## config.mk

```make
export PLATFORM = sky130hd
export DESIGN_NAME = pattern_gen_flat
export DESIGN_NICKNAME = d
export VERILOG_FILES = /design/src/rtl/pattern_gen_pkg.sv /design/src/rtl/pattern_gen_if.sv /design/src/rtl/pattern_step.sv /design/src/rtl/pattern_gen.sv /design/src/flat_wrapper.sv
export SDC_FILE = /design/constraint.sdc
export NUM_CORES = 1
export LEC_CHECK = 0
export BUFFER_PORTS_ARGS = -buffer_cell sky130_fd_sc_hd__buf_2
export CAP_MARGIN = 5
export CORE_ASPECT_RATIO = 1.5
export CORE_MARGIN = 2
export CORE_UTILIZATION = 35
export DETAILED_ROUTE_END_ITERATION = 7
export GPL_ROUTABILITY_DRIVEN = 0
export SLEW_MARGIN = 30
export SYNTH_ARGS = -nofsm -noshare
export SYNTH_HDL_FRONTEND = slang
export SYNTH_SLANG_ARGS = --single-unit
```

## constraint.sdc

```tcl
create_clock -name clk -period 3.9 [get_ports clk]
set_input_delay 0.195 -clock clk [delete_from_list [all_inputs] [get_ports clk]]
set_output_delay 0.195 -clock clk [all_outputs]
set_load 0.05 [all_outputs]
```

## src/rtl/pattern_gen_pkg.sv

```systemverilog
// pattern_gen_pkg
// Shared type definitions for the pattern generator:
//   mode_e  - pattern selection carried on the mode input
//   state_e - burst FSM states
package pattern_gen_pkg;

    typedef enum logic [1:0] {
        MODE_CONST  = 2'd0,
        MODE_TOGGLE = 2'd1,
        MODE_COUNT  = 2'd2,
        MODE_WALK   = 2'd3
    } mode_e;

    typedef enum logic [1:0] {
        ST_IDLE = 2'd0,
        ST_RUN  = 2'd1,
        ST_DONE = 2'd2
    } state_e;

endpackage

```

## src/rtl/pattern_gen_if.sv

```systemverilog
// pattern_gen_if
// Control and valid/ready stream bundle of the pattern generator.
//   start, mode, burst_len, seed : burst request from the harness
//   data, valid / ready          : output stream to the sink
//   busy, done                   : burst status
// modport master : the generator
// modport slave  : harness / sink side
interface pattern_gen_if #(
    parameter int unsigned WIDTH = 8,
    parameter int unsigned LEN_W = 8
);
    logic             start;
    logic [1:0]       mode;
    logic [LEN_W-1:0] burst_len;
    logic [WIDTH-1:0] seed;
    logic [WIDTH-1:0] data;
    logic             valid;
    logic             ready;
    logic             busy;
    logic             done;

    modport master (
        input  start, mode, burst_len, seed, ready,
        output data, valid, busy, done
    );

    modport slave (
        output start, mode, burst_len, seed, ready,
        input  data, valid, busy, done
    );
endinterface

```

## src/rtl/pattern_step.sv

```systemverilog
// pattern_step
// Combinational next-word function of the generator.
//   i_mode : pattern mode
//   i_cur  : current word
//   o_nxt  : word following i_cur in the selected pattern
module pattern_step
    import pattern_gen_pkg::*;
#(
    parameter int unsigned WIDTH = 8
) (
    input  mode_e            i_mode,
    input  logic [WIDTH-1:0] i_cur,
    output logic [WIDTH-1:0] o_nxt
);

    always_comb begin
        o_nxt = i_cur;
        case (i_mode)
            MODE_CONST:  o_nxt = i_cur;
            MODE_TOGGLE: o_nxt = ~i_cur;
            MODE_COUNT:  o_nxt = i_cur + WIDTH'(1);
            // rotate left; MSB re-enters at bit 0
            MODE_WALK:   o_nxt = {i_cur[WIDTH-2:0], i_cur[WIDTH-1]};
            default:     o_nxt = i_cur;
        endcase
    end

endmodule

```

## src/rtl/pattern_gen.sv

```systemverilog
// pattern_gen
// Registered data-pattern source. A start request in IDLE latches mode,
// seed and length, then streams burst_len words over valid/ready and
// pulses done for one cycle. A zero-length request goes straight to DONE.
//   clk   : system clock, rising edge
//   rst_n : asynchronous active-low reset
//   bus   : pattern_gen_if master (request, stream and status signals)
module pattern_gen
    import pattern_gen_pkg::*;
#(
    parameter int unsigned WIDTH = 8,
    parameter int unsigned LEN_W = 8
) (
    input logic            clk,
    input logic            rst_n,
    pattern_gen_if.master  bus
);

    state_e           r_state, w_state_nxt;
    mode_e            r_mode,  w_mode_nxt;
    logic [WIDTH-1:0] r_data,  w_data_nxt, w_step;
    logic             r_valid, w_valid_nxt;
    logic [LEN_W-1:0] r_rem,   w_rem_nxt;

    pattern_step #(.WIDTH(WIDTH)) u_step (
        .i_mode (r_mode),
        .i_cur  (r_data),
        .o_nxt  (w_step)
    );

    always_ff @(posedge clk or negedge rst_n) begin
        if (!rst_n) begin
            r_state <= ST_IDLE;
            r_mode  <= MODE_CONST;
            r_data  <= '0;
            r_valid <= 1'b0;
            r_rem   <= '0;
        end else begin
            r_state <= w_state_nxt;
            r_mode  <= w_mode_nxt;
            r_data  <= w_data_nxt;
            r_valid <= w_valid_nxt;
            r_rem   <= w_rem_nxt;
        end
    end

    always_comb begin
        w_state_nxt = r_state;
        w_mode_nxt  = r_mode;
        w_data_nxt  = r_data;
        w_valid_nxt = r_valid;
        w_rem_nxt   = r_rem;
        case (r_state)
            ST_IDLE: begin
                if (bus.start) begin
                    if (bus.burst_len != '0) begin
                        w_mode_nxt  = mode_e'(bus.mode);
                        w_data_nxt  = bus.seed;
                        w_valid_nxt = 1'b1;
                        w_rem_nxt   = bus.burst_len;
                        w_state_nxt = ST_RUN;
                    end else begin
                        w_state_nxt = ST_DONE;
                    end
                end
            end
            ST_RUN: begin
                // a stall (valid && !ready) falls through with everything held
                if (r_valid && bus.ready) begin
                    if (r_rem == LEN_W'(1)) begin
                        w_valid_nxt = 1'b0;
                        w_rem_nxt   = '0;
                        w_state_nxt = ST_DONE;
                    end else begin
                        w_data_nxt = w_step;
                        w_rem_nxt  = r_rem - LEN_W'(1);
                    end
                end
            end
            ST_DONE: w_state_nxt = ST_IDLE;
            default: w_state_nxt = ST_IDLE;
        endcase
    end

    assign bus.data  = r_data;
    assign bus.valid = r_valid;
    assign bus.busy  = (r_state != ST_IDLE);
    assign bus.done  = (r_state == ST_DONE);

endmodule

```

## src/flat_wrapper.sv

```systemverilog
// flat-port wrapper written by rule: the top's interface ports become plain ports
module pattern_gen_flat import pattern_gen_pkg::*;
#(
    parameter int unsigned WIDTH = 8,
    parameter int unsigned LEN_W = 8
)
  (clk, rst_n, bus_start, bus_mode, bus_burst_len, bus_seed, bus_ready, bus_data, bus_valid, bus_busy, bus_done);
  pattern_gen_if #(.WIDTH(WIDTH), .LEN_W(LEN_W)) bus_i ();
  input logic clk;
  input logic rst_n;
  input wire logic [$bits(bus_i.start)-1:0] bus_start;
  input wire logic [$bits(bus_i.mode)-1:0] bus_mode;
  input wire logic [$bits(bus_i.burst_len)-1:0] bus_burst_len;
  input wire logic [$bits(bus_i.seed)-1:0] bus_seed;
  input wire logic [$bits(bus_i.ready)-1:0] bus_ready;
  output wire logic [$bits(bus_i.data)-1:0] bus_data;
  output wire logic [$bits(bus_i.valid)-1:0] bus_valid;
  output wire logic [$bits(bus_i.busy)-1:0] bus_busy;
  output wire logic [$bits(bus_i.done)-1:0] bus_done;
  assign bus_i.start = bus_start;
  assign bus_i.mode = bus_mode;
  assign bus_i.burst_len = bus_burst_len;
  assign bus_i.seed = bus_seed;
  assign bus_i.ready = bus_ready;
  assign bus_data = bus_i.data;
  assign bus_valid = bus_i.valid;
  assign bus_busy = bus_i.busy;
  assign bus_done = bus_i.done;
  pattern_gen #(.WIDTH(WIDTH), .LEN_W(LEN_W)) u_core (.clk(clk), .rst_n(rst_n), .bus(bus_i));
endmodule
```

# After elaboration in Yosys (flattened, before gate mapping)
# Index checks and enable logic that the tools add are counted.
[word_totals]
reg_bits = 21
in_bits = 22
output_inout_bits = 11
wordCells = 52
[classes]
n_addsub = 2
reduce_logical = 11
bitwise = 1
muxes = 21
eq_ne = 12
[ops]
columns = ["operator", "count"]
rows = [
  ["$mux W8", 8],
  ["$pmux W8 S2", 2],
  ["$pmux W8 S3", 1],
  ["$add A8 B1 Y8 const B", 1],
  ["$eq A8 B1 Y1 const B", 1],
  ["$mux W2", 4],
  ["$not A8 Y8", 1],
  ["$reduce_bool A8 Y1", 1],
  ["$sub A8 B1 Y8 const B", 1],
  ["$eq A2 B2 Y1 const B", 3],
  ["$ne A2 B1 Y1 const B", 3],
  ["$ne A2 B2 Y1 const B", 3],
  ["$reduce_and A3 Y1", 2],
  ["$reduce_and A6 Y1", 1],
  ["$reduce_and A5 Y1", 1],
  ["$eq A2 B1 Y1 const B", 2],
  ["$logic_not A2 Y1", 2],
  ["$mux W1", 4],
  ["$pmux W2 S2", 1],
  ["$reduce_and A4 Y1", 1],
  ["$reduce_bool A2 Y1", 2],
  ["$pmux W1 S2", 1],
  ["$logic_and A1 B1 Y1", 1],
]

# Logic depth before layout (Yosys ltp)
[logic_depth]
ltp_word = 5
ltp_mapped = 7
ltp_nobuf = 7

# Hierarchy
# A second synthesis with hierarchy kept.
[hier_totals]
hier_cells = 160
hier_area_um2 = 1607.8
[by_module_without_submodules]
columns = ["module", "area_per_inst_um2", "cells_per_inst", "seq_area_each_um2", "instances"]
rows = [
  ["pattern_gen", 1310.0, 111, 525.5, 1],
  ["pattern_step", 297.8, 49, 0.0, 1],
]

# Worst setup path before layout
# OpenSTA, ideal clock, no wires.
[synth_timing]
kind = "reg-to-reg"
from = "reg u_core.r_data[0], in the netlist u_core.bus.data[0]"
to = "reg u_core.r_data[5], in the netlist u_core.bus.data[5]"
required_ps = 3774
arrival_ps = 1721
period_less_slack_ps = 1847
n_path_buf = 0
stages_incl_launch_ff = 6
setup_ps = 126
setup_slack_ps = 2053
path_cell_list = "dfrtp_1 > and3_1 > a2111oi_0 > a211o_1 > a31oi_1 > o32a_1"
[synth_via]
elab_chain_cells = 5
[synth_rtl]
columns = ["item", "line", "text"]
rows = [
  ["start, declared", "pattern_gen.sv:21", "logic [WIDTH-1:0] r_data, w_data_nxt, w_step;"],
  ["start signal, assigned", "pattern_gen.sv:41", "r_data <= w_data_nxt;"],
  ["$add A8 B1 Y8", "pattern_step.sv:21", "MODE_COUNT: o_nxt = i_cur + WIDTH'(1);"],
  ["$pmux W8 S3", "pattern_step.sv:18", "case (i_mode)"],
  ["$mux W8", "pattern_gen.sv:70", "if (r_rem == LEN_W'(1)) begin"],
  ["$mux W8", "pattern_gen.sv:69", "if (r_valid && bus.ready) begin"],
  ["$pmux W8 S2", "pattern_gen.sv:53", "case (r_state)"],
]
# No other way between the ends. The select of a mux whose other input is x is not followed.
# A chain may end at the register's enable or synchronous reset.

# Worst setup path after layout
[layout_timing]
from = "reg u_core.r_state[0]"
to = "reg u_core.r_rem[4]"
[layout_via]
elab_chain_cells = 3
word_cells_on_any_way = 8
cone_classes = "4 x eq/ne; 1 x mux; 3 x reduce/logical"
[layout_rtl]
columns = ["item", "line", "text"]
rows = [
  ["start, declared", "pattern_gen.sv:19", "state_e r_state, w_state_nxt;"],
  ["start signal, assigned", "pattern_gen.sv:39", "r_state <= w_state_nxt;"],
  ["$eq A2 B1 Y1 or $logic_not A2 Y1 (tied branches)", "pattern_gen.sv:53", ""],
  ["$ne A2 B1 Y1 (no line), or another cell as far along", "--", ""],
  ["$reduce_and A4 Y1 (no line)", "--", ""],
  ["end signal, assigned", "pattern_gen.sv:43", "r_rem <= w_rem_nxt;"],
  ["end, declared", "pattern_gen.sv:23", "logic [LEN_W-1:0] r_rem, w_rem_nxt;"],
]
# Parallel ways exist; a longest one is shown, timed or not.

==> metrics.md <==
| Metric | Value |
|---|---|
| Pwr dens | slightly below 900 nW/um^2 |
| Clock skew | approximately 0.0032 ns |
| Post-synth EDFFs | 0 |
| FMAX | a little under 500 MHz |
| IO Port Bufs | 32 |
| DP HPWL | slightly below 3000 um |
| Data required, critical path | approximately 4 ns |
| Area of placed instances | 1650 um^2 |
| Cells after synthesis | roughly 170 |
| Via Count | between 1000 and 1500 |
| DR iter-0 viols | 55 |
| Diode count | 0 |
| Synthesized cell area | 1470 um^2 |
| Warning count from the yosys run | 0 |
| Vias in the first global route | 1385 |
| Clk sink count | 21 |
| # placed instances | 242 |
| Wirelength per Cell | ~16 um |
| Grt ovf | 0 |
| Hold Path Stages | 3 |
| Ports | 33 |
| Met1 Use GR | 21.1% |
| Worst-path fanout max | 11 |
| Mean area per synthesized cell | 8.56 um^2 |
| Fin. max-slew vios | 0 |
| Cts bufs inserted | 3 |
| Primary FF master, synth | dfrtp_1 |
| VDD IR max | 0.000469 V |
| Final wirelength | approximately 4000 um |
| Setup Viol. Count Final | 0 |
| First-pass GRT wire length | about 6500 um |
| Maximum clock path buffer count | 2 |
| Non-filler cells, final | around 250 |
| Drt first pass iters | 4 |
| Min-delay worst type | input pin to flop |
| Nets | roughly 230 |
| Initial antenna violation count | 0 |
| Slew HR | between 40% and 50% |
| Antenna-violating nets left | 0 |
| Setup TNS | 0 ns |
| Worst-path clk slew | 0.08 ns |
| CTS root buf | clkbuf_8 |
| DP Worst Slack | roughly 1.9 ns |
| Final min period | just over 2 ns |
| Num rows | 28 |
| Die span in y | roughly 83 um |
| Post-synthesis sequential area ratio | about 36% |
| Status | finished clean |
| Slowest stage delay, CP | between 0.7 and 0.8 ns |
| DR vias/cell | about 5.9 |
| Largest net degree at the start of global routing | 27 |
| Worst-skew pair later-pin latency | around 0.26 ns |
| Yosys reg bits | 21 |
| Filler instances | 430 |
| Final Util | a little over two fifths |
| DRC violations left | 0 |
| CP Class | flop to flop |
| RSZ-0062 raised after global routing | no |
| Cell Chain, Critical Path | nor2b_1, o21ai_0, a21oi_1, o21ai_0, o21ai_0 |
| CTS tree | built |
| Most frequent CP cell | o21ai_0 |
| Syn-to-layout area delta | 16.1% |
| Slowest CP cell | nor2b_1 |
| Met3 global-route usage | 2.18% |
| Final worst path period share | about 52% |
| Fin. Hold Viols | 0 |
| Syn Nets | about 200 |
| Ys async rst share | 100% |
| CP arrival | 2.22 ns |
| Worst slew pin tran | 0.845 ns |
| Crit end category | flop |
| Starting Density | 36.9% |
| Die ar. | ~4800 um^2 |
| Fin area | about 1700 um^2 |
| Layout cell share with drive strength beyond 1 | about a quarter |
| Leakage dissipation | roughly 0.72 nW |
| Max Cap Violations | 0 |
| Gr busiest metal | met2 |
| Met2 usage | about 30% |
| Final setup margin | about 1.9 ns |
| Die width | 57.0 um |
| Overall Global Routing Usage | 17.1% |
| Postcts setup bufs | 0 |
| Synth cell types | between 50 and 60 |
| H-tree lvl count | 1 |
| Core ar. | around 4000 um^2 |
| Worst Setup Start Kind | flop |
| Worst Reg-to-Reg Cells | 5 |
-- state kept, by name, indices dropped and copies added, names as in the netlist --
name,count
u_core.r_state,2
u_core.r_rem,8
u_core.bus.data,8
u_core.bus.valid,1
u_core.r_mode,2
-- cells by family (layout without fill, tap and decap cells) --
family	count (synthesis)	count (layout)	synth area share, %
DFF	21	21	35.7
muxes	1	1	0.680
buffers and inverters	15	45	4.67
and+or+nand+nor	53	53	21.1
AOI/OAI and AO/OA	79	79	35.3
adders and majority gates	3	3	2.55
-- cells in the mapped netlist, types with 2 or more instances --
master,count,area (um^2)
a21oi_1,24,120
ha_1,3,37.5
o21ai_1,2,10.0
nor3b_1,2,15.0
nor4_1,2,12.5
nor2_1,10,37.5
nor2b_1,3,18.8
a22oi_1,3,22.5
a211oi_1,4,30.0
nand2_1,11,41.3
a31oi_1,2,12.5
nand3_1,5,25.0
o22ai_1,2,12.5
buf_2,4,20.0
a2111oi_0,2,17.5
inv_1,7,26.3
or2_2,2,12.5
clkbuf_1,3,11.3
and3_1,4,25.0
nor4_2,3,37.5
dfrtp_1,21,526
nand2b_1,2,12.5
o31ai_1,2,15.0
o21ai_0,22,110
-- worst max-delay path, delay by kind of cell, from the launching register on --
kind | cells | cell delay (ns)
simple gates | 1 | 0.73
flops | 1 | 0.53
compound gates | 4 | 0.70
-- routing by layer --
layer | wire length, um | up-vias
met1 | 1710 | 711
met5 | 0 | -
met3 | 137 | 6
met2 | 2060 | 31
li1 | - | 717
met4 | 61 | 0
-- final cells by class --
type / instances / area (um^2) / share of cell area (%)
clock buffer: 3 / 41.3 / 2.41
clock inverter: 1 / 5.00 / 0.293
inverter: 7 / 26.3 / 1.54
multi-input combinational: 136 / 878 / 51.4
sequential: 21 / 526 / 30.7
tap: 45 / 56.3 / 3.29
timing repair buffer: 34 / 178 / 10.4
-- placed cells by master (no fill, tap or decap), types with 3 or more instances in the layout --
cell | netlist | layout
buf_2 | 4 | 32
ha_1 | 3 | 3
nor2b_1 | 3 | 3
clkbuf_8 | 0 | 3
nand2_1 | 11 | 11
nor4_2 | 3 | 3
a21oi_1 | 24 | 24
a211oi_1 | 4 | 4
inv_1 | 7 | 7
o21ai_0 | 22 | 22
nor2_1 | 10 | 10
and3_1 | 4 | 4
a22oi_1 | 3 | 3
nand3_1 | 5 | 5
dfrtp_1 | 21 | 21
-- where the power goes --
group	internal [mW]	leakage, nW	switching [mW]	total [mW]
registers	0.314	0.253	0.169	0.484
logic	0.321	0.443	0.550	0.871
clock network	0.0712	0.0255	0.0751	0.146
total	0.706	0.722	0.795	1.50
-- through the flow --
stage | hold slack (ns) | power [mW]
6_report | 0.145 | 1.50
5_1_grt | 0.149 | 1.63
3_5_place_dp | 0.196 | 1.35
3_3_place_gp | 0.195 | 1.36
2_1_floorplan | -0.101 | 1.15
4_1_cts | 0.151 | 1.51
-- timing repair --
item | 4_1_cts | 5_1_grt
resized for setup | 0 | 0
endpoints found under the hold margin | 21 | 0
hold buffers | 1 | 0
-- path summary, 6_finish.rpt --
path / slack, ns / start / end
max reg2reg: 1.86 / u_core.r_state[0]$_DFFE_PN0P_ / u_core.r_rem[4]$_DFFE_PN0P_
min reg2reg: 0.59 / u_core.r_state[1]$_DFFE_PN0P_ / u_core.r_state[1]$_DFFE_PN0P_
min: 0.14 / bus_mode[0] / u_core.r_mode[0]$_DFFE_PN0P_
min in group asynchronous: 0.42 / rst_n / u_core.r_rem[6]$_DFFE_PN0P_
max in group asynchronous: 3.14 / rst_n / u_core.bus.data[7]$_DFFE_PN0P_
max: 1.86 / u_core.r_state[0]$_DFFE_PN0P_ / u_core.r_rem[4]$_DFFE_PN0P_
Note: power is estimated with default switching activity, not from simulation.
